[config.mk]
export PLATFORM = sky130hd
export DESIGN_NAME = cpu_sequencer
export DESIGN_NICKNAME = d
export VERILOG_FILES = /design/src/rtl/cpu_sequencer.sv
export SDC_FILE = /design/constraint.sdc
export NUM_CORES = 1
export LEC_CHECK = 0
export CAP_MARGIN = 20
export CORE_MARGIN = 2
export CORE_UTILIZATION = 44
export CTS_BUF_LIST = sky130_fd_sc_hd__clkbuf_2 sky130_fd_sc_hd__clkbuf_4 sky130_fd_sc_hd__clkbuf_8
export DETAILED_ROUTE_END_ITERATION = 6
export PLACE_DENSITY = 0.83
export SYNTH_ARGS = -nofsm -noshare
export SYNTH_HDL_FRONTEND = slang
export SYNTH_SLANG_ARGS = --single-unit
export TNS_END_PERCENT = 100
[constraint.sdc]
create_clock -name clk -period 2.6 [get_ports clk]
set_clock_uncertainty 0.1 [all_clocks]
set_input_delay 0.52 -clock clk [delete_from_list [all_inputs] [get_ports clk]]
set_output_delay 0.52 -clock clk [all_outputs]
set_load 0.02 [all_outputs]
[src/rtl/cpu_sequencer.sv]
`default_nettype none
// ============================================================================
// Module      : cpu_sequencer
// Description : Multi-cycle instruction sequencer for the GameBoy CPU core.
//               Steps each opcode through FETCH/DECODE/EXECUTE/WRITE for a
//               variable number of iterations. It stalls on memory wait
//               states, handles the 0xCB prefix and HALT, and dispatches
//               interrupts at instruction boundaries.
// Revision    : 1.0 - initial release
// ============================================================================
module cpu_sequencer #(
  parameter int ITER_W     = 3,
  parameter int NUM_IRQ    = 5,
  parameter int IRQ_CYCLES = 5
) (
  input  logic               clk,
  input  logic               rst,
  input  logic [7:0]         op_code,
  input  logic [ITER_W-1:0]  op_iters,
  input  logic               op_cond_en,
  input  logic [1:0]         op_cond,
  input  logic [ITER_W-1:0]  cond_iters,
  input  logic               op_mem,
  input  logic               op_halt,
  input  logic [3:0]         flags,
  input  logic               mem_ready,
  input  logic [NUM_IRQ-1:0] irq_pending,
  input  logic               ime,
  output logic [2:0]         state,
  output logic [ITER_W-1:0]  iteration,
  output logic               prefix_cb,
  output logic               fetch_op_code,
  output logic               mem_req,
  output logic               instr_done,
  output logic               halted,
  output logic [NUM_IRQ-1:0] irq_ack,
  output logic [7:0]         irq_vector
);

  typedef enum logic [2:0] {
    S_FETCH   = 3'd0,
    S_DECODE  = 3'd1,
    S_EXECUTE = 3'd2,
    S_WRITE   = 3'd3,
    S_HALT    = 3'd4,
    S_IRQ     = 3'd5
  } state_t;

  localparam logic [7:0]        c_cb_prefix    = 8'hCB;
  localparam logic [7:0]        c_vector_base  = 8'h40;
  localparam logic [ITER_W-1:0] c_iter_one     = {{(ITER_W-1){1'b0}}, 1'b1};
  localparam logic [ITER_W-1:0] c_iter_zero    = '0;
  localparam logic [3:0]        c_irq_last     = 4'(IRQ_CYCLES - 1);

  // Registered state
  state_t              r_state;
  logic [ITER_W-1:0]   r_iteration;
  logic                r_prefix_cb;
  logic [ITER_W-1:0]   r_iter_total;
  logic                r_halt_latched;
  logic [3:0]          r_irq_cnt;
  logic [7:0]          r_irq_vector;

  // Combinational helpers
  logic                w_cond_true;
  logic [ITER_W-1:0]   w_total_sel;
  logic [ITER_W-1:0]   w_total;
  logic [ITER_W:0]     w_iter_next;
  logic                w_last_iter;
  logic                w_irq_any;
  logic [NUM_IRQ-1:0]  w_irq_onehot;
  logic [2:0]          w_irq_idx;
  logic [7:0]          w_irq_vec;
  logic                w_irq_first;
  logic                w_fetch_now;
  logic                w_unused_flags;

  // N and H never influence branch conditions
  assign w_unused_flags = ^flags[2:1];

  // Evaluate the branch condition against Z (bit 3) and C (bit 0)
  always_comb begin
    w_cond_true = 1'b0;
    case (op_cond)
      2'd0:    w_cond_true = ~flags[3];
      2'd1:    w_cond_true =  flags[3];
      2'd2:    w_cond_true = ~flags[0];
      default: w_cond_true =  flags[0];
    endcase
  end

  // A failed condition selects the short iteration count; a zero count runs once
  assign w_total_sel = (op_cond_en && !w_cond_true) ? cond_iters : op_iters;
  assign w_total     = (w_total_sel == c_iter_zero) ? c_iter_one : w_total_sel;

  // One bit wider than the counter so the comparison can never wrap
  assign w_iter_next = {1'b0, r_iteration} + 1'b1;
  assign w_last_iter = (w_iter_next >= {1'b0, r_iter_total});

  // Lowest-numbered pending line wins; scanning downwards leaves it last
  always_comb begin
    w_irq_onehot = '0;
    w_irq_idx    = 3'd0;
    for (int i = NUM_IRQ - 1; i >= 0; i--) begin
      if (irq_pending[i]) begin
        w_irq_onehot    = '0;
        w_irq_onehot[i] = 1'b1;
        w_irq_idx       = 3'(i);
      end
    end
  end

  assign w_irq_any   = |irq_pending;
  assign w_irq_vec   = w_irq_any ? (c_vector_base + {2'b00, w_irq_idx, 3'b000}) : 8'h00;
  assign w_irq_first = (r_state == S_IRQ) && (r_irq_cnt == 4'd0);
  assign w_fetch_now = (r_state == S_FETCH) && (r_iteration == c_iter_zero);

  // Outputs decoded from the registered state
  assign state         = r_state;
  assign iteration     = r_iteration;
  assign prefix_cb     = r_prefix_cb;
  assign fetch_op_code = w_fetch_now;
  assign mem_req       = w_fetch_now || ((r_state == S_EXECUTE) && op_mem);
  assign instr_done    = (r_state == S_WRITE) && w_last_iter;
  assign halted        = (r_state == S_HALT);
  assign irq_ack       = w_irq_first ? w_irq_onehot : '0;
  // The vector is shown live in the entry cycle and from the register afterwards
  assign irq_vector    = w_irq_first ? w_irq_vec : r_irq_vector;

  // Sequencer state machine
  always_ff @(posedge clk or posedge rst) begin
    if (rst) begin
      r_state        <= S_FETCH;
      r_iteration    <= c_iter_zero;
      r_prefix_cb    <= 1'b0;
      r_iter_total   <= c_iter_one;
      r_halt_latched <= 1'b0;
      r_irq_cnt      <= 4'd0;
      r_irq_vector   <= 8'h00;
    end else begin
      case (r_state)
        S_FETCH: begin
          // Only the first iteration fetches; later ones pass straight through
          if (r_iteration != c_iter_zero) begin
            r_state <= S_DECODE;
          end else if (mem_ready) begin
            r_state <= S_DECODE;
          end
        end

        S_DECODE: begin
          if ((r_iteration == c_iter_zero) && (op_code == c_cb_prefix) && !r_prefix_cb) begin
            r_prefix_cb <= 1'b1;
            r_state     <= S_FETCH;
          end else begin
            if (r_iteration == c_iter_zero) begin
              r_iter_total   <= w_total;
              r_halt_latched <= op_halt;
            end
            r_state <= S_EXECUTE;
          end
        end

        S_EXECUTE: begin
          if (!(op_mem && !mem_ready)) begin
            r_state <= S_WRITE;
          end
        end

        S_WRITE: begin
          if (!w_last_iter) begin
            r_iteration <= w_iter_next[ITER_W-1:0];
            r_state     <= S_FETCH;
          end else begin
            r_iteration <= c_iter_zero;
            r_prefix_cb <= 1'b0;
            if (r_halt_latched) begin
              r_state <= S_HALT;
            end else if (ime && w_irq_any) begin
              r_irq_cnt <= 4'd0;
              r_state   <= S_IRQ;
            end else begin
              r_state <= S_FETCH;
            end
          end
        end

        S_HALT: begin
          // Any pending line wakes the core, even with interrupts disabled
          if (w_irq_any) begin
            r_halt_latched <= 1'b0;
            if (ime) begin
              r_irq_cnt <= 4'd0;
              r_state   <= S_IRQ;
            end else begin
              r_state <= S_FETCH;
            end
          end
        end

        S_IRQ: begin
          if (r_irq_cnt == 4'd0) begin
            r_irq_vector <= w_irq_vec;
          end
          if (r_irq_cnt >= c_irq_last) begin
            r_iteration <= c_iter_zero;
            r_state     <= S_FETCH;
          end else begin
            r_irq_cnt <= r_irq_cnt + 4'd1;
          end
        end

        default: begin
          r_state <= S_FETCH;
        end
      endcase
    end
  end

endmodule
`default_nettype wire

==> flow_metrics.env <==
export IMPL_fin_crit_sh_pct=98.0
export IMPL_synth_area_top_cells="dfrtp_1, ha_1, mux2i_1"
export IMPL_area_growth_pct=56.1
export IMPL_cp_end_kind="primary output"
export IMPL_drt_wl_total_mm=3.57
export IMPL_crit_chain="inv_1, ha_4, ha_1, o21ai_0, o21a_1, nand2b_4, inv_2, buf_6"
export IMPL_antenna_found_initial=0
export IMPL_cts_root_buf="clkbuf_4"
export IMPL_overflow=0
export IMPL_cp_arrival_ps=1930
export IMPL_syn_area_um2=1320
export IMPL_core_area_um2=2810
export IMPL_cts_tree="done"
export IMPL_yosysUniqueCellTypes=48
export IMPL_synth_top_cell_area_share_pct=34.3
export IMPL_detail_route_vias_per_cell=5.46
export IMPL_avgSynthCellArea_um2=8.95
export IMPL_ant_nets=0
export IMPL_status="finished, violations left"
export IMPL_hold_path_class="reg2reg"
export IMPL_yosysSeqAreaShare_pct=36.3
export IMPL_synthArstFlopShare_pct=100
export IMPL_num_rows=19
export IMPL_critPathMaxFanout=3
export IMPL_drtIter0Drc=78
export IMPL_finalHoldViolations=0
export IMPL_cts_htree_levels=1
export IMPL_crit_family="adder cells"
export IMPL_max_freq_mhz=393
export IMPL_start_kind="register"
export IMPL_criticalPathCategory="reg2out"
export IMPL_cts_buffer_depth=2
export IMPL_synth_edff_count=0
export IMPL_synth_compound_area_share_pct=15.8
export IMPL_critical_path_max_stage_delay_ps=410
export IMPL_crit_required_ps=1980
export IMPL_setup_viol=0
export IMPL_clkLatencyLatePin_ps=300
export IMPL_nets=261
export IMPL_grt_pass1_vias=1274
export IMPL_worst_slew_pin_slew_ps=741
export IMPL_synth_seq_cells=19
export IMPL_synthFlopType="dfrtp_1"
export IMPL_hpwlAfterDp_mm=2.63
export IMPL_diodes=0
export IMPL_io_buffers=49
export IMPL_fin_crit_ps=2550
export IMPL_wl_per_cell_um=14.2
export IMPL_die_h_um=58.7
export IMPL_rsz0062_at_grt="true"
export IMPL_holdWs_ps=398
export IMPL_synth_top_area_cell="dfrtp_1"
export IMPL_violations="DRC"
export IMPL_die_w_um=58.7
export IMPL_gp_congestion=0.828
export IMPL_synth_simple_gate_area_share_pct=24.1
export IMPL_path_clk_slew_ps=110
export IMPL_cts_buffers=3
export IMPL_cpMaxStageDelayCell="dfrtp_1"
export IMPL_slew_limit_headroom_pct=50.5
export IMPL_slew_viol_final=0
export IMPL_synth_top_family_by_area="simple AND/OR/NAND/NOR gates"
export IMPL_layout_drive_gt1_share_pct=26.2
export IMPL_p_per_area_nw_per_um2=931
export IMPL_grt_max_degree=20
export IMPL_synth_fa_ha_area_share_pct=6.66
export IMPL_leakage_nw=0.998
export IMPL_nFillCells=229
export IMPL_cts_sinks=19
export IMPL_synthesis_instances=147
export IMPL_ctsHoldBuffers=0
export IMPL_drtPass1Iterations=6
export IMPL_critical_path_buf_inv_count=3
export IMPL_final_core_util_pct=73.2
export IMPL_num_io_pins=56
export IMPL_synth_xor_area_share_pct=1.33
export IMPL_route_detailed_drc=5
export IMPL_start_util_pct=46.9
export IMPL_synthMuxAreaShare_pct=6.47
export IMPL_grt_pass1_wl_mm=5.56
export IMPL_die_area_um2=3440
export IMPL_cap_violations=0
export IMPL_vias=1375
export IMPL_vdd_ir_drop_max_uv=516
export IMPL_yosys_warnings=0
export IMPL_grt_use_total_pct=21.2
cells in the mapped netlist (4+ instances only):
| cell | n |
|---|---|
| a21oi_1 | 6 |
| inv_1 | 12 |
| and3_1 | 5 |
| nand2_1 | 14 |
| ha_1 | 7 |
| o21ai_0 | 12 |
| dfrtp_1 | 18 |
| mux2i_1 | 7 |
| buf_4 | 4 |
| nor2_1 | 11 |
area by class of cell:
type / instances / area [um2] / share of cell area [%]
Clock buffer: 4 / 30.0 / 1.46
Timing Repair Buffer: 76 / 653 / 31.8
Tap cell: 31 / 38.8 / 1.89
Inverter: 12 / 45.0 / 2.19
Sequential cell: 19 / 477 / 23.2
Multi-Input combinational cell: 110 / 810 / 39.4
through the flow:
stage	power [mW]	setup WS (ps)	TNS, ps	instances	cell area [um2]
global route	2.07	-32.7	-37.0	252	2050
finish	1.91	53.1	0	252	2050
global placement	1.61	-315	-1310	244	1960
detailed placement	1.64	-334	-1510	244	1960
floorplan	1.17	55.3	0	150	1330
CTS	1.80	-7.86	-7.86	248	2000
worst register-to-register path, cell delays in order (launching register included):
cell	delay, ps
dfrtp_1	410
inv_1	120
ha_4	220
ha_1	260
o21ai_0	140
o21a_1	170
buf_4	110
buf_4	110
nand2_1	120
and3_1	280
a21oi_1	180
cell families after synthesis:
logic type | after synthesis
XOR/XNOR | 2
other | 1
adder cells (fa/ha/maj) | 7
buffers and inverters | 21
AO/OA/AOI/OAI | 33
flip-flops | 19
AND/OR/NAND/NOR | 56
multiplexers | 8
state kept, by name, indices dropped and copies added (netlist names):
name	flops
r_irq_vector	4
r_iter_total	3
r_irq_cnt	4
iteration	3
state	3
r_halt_latched	1
prefix_cb	1
cell usage in the layout, fill, tap and decap left out, types with 2 or more instances in the layout:
| cell type | n |
|---|---|
| nor3_4 | 2 |
| mux2i_1 | 7 |
| nor2_1 | 10 |
| o21ai_1 | 2 |
| nor4_1 | 2 |
| inv_1 | 11 |
| nor3b_1 | 3 |
| ha_1 | 5 |
| conb_1 | 4 |
| a41oi_1 | 2 |
| and3_1 | 5 |
| clkbuf_4 | 4 |
| clkdlybuf4s50_1 | 37 |
| nor2b_1 | 3 |
| buf_4 | 28 |
| nand3_1 | 3 |
| nand3b_1 | 2 |
| buf_2 | 5 |
| nand2b_1 | 2 |
| a21oi_1 | 6 |
| o211ai_1 | 2 |
| o21ai_0 | 11 |
| dfrtp_1 | 18 |
| clkbuf_2 | 3 |
| nand2_1 | 13 |
routing by layer:
metal | vias up | global-route usage, % | part of all wire (%)
li1 | 662 | - | -
met1 | 646 | 26.2 | 40
met4 | 0 | 5.84 | 1.3
met3 | 7 | 3.74 | 8.4
met2 | 60 | 38.0 | 50
met5 | - | 0 | 0
path summary, 6_finish.rpt:
path                                   endpoint  cells past startpoint             from  slack, ps
min in group asynchronous       r_irq_vector[4]                      2              rst        530
max in group asynchronous       r_irq_vector[5]                      2              rst       1400
worst min-delay path            r_irq_vector[3]                      2  r_irq_vector[3]        400
worst max-delay path                 instr_done                      8     iteration[0]         50
worst min register to register  r_irq_vector[3]                      2  r_irq_vector[3]        400
worst max register to register     r_irq_cnt[2]                     10     iteration[0]        300
report_power, final:
| part | switching, mW | internal, mW | total (mW) |
|---|---|---|---|
| clock | 0.0950 | 0.0703 | 0.165 |
| combinational | 0.632 | 0.629 | 1.26 |
| sequential | 0.0649 | 0.421 | 0.486 |
| total | 0.792 | 1.12 | 1.91 |
what timing repair did:
item / 4_1_cts / 5_1_grt
pin swaps: 0 / 3
hold endpoints to repair: 0 / 0
endpoints found under the setup margin: 11 / 11
resized for setup: 36 / 27
buffers inserted: 0 / 4
Power figures use the tool's default switching activity.
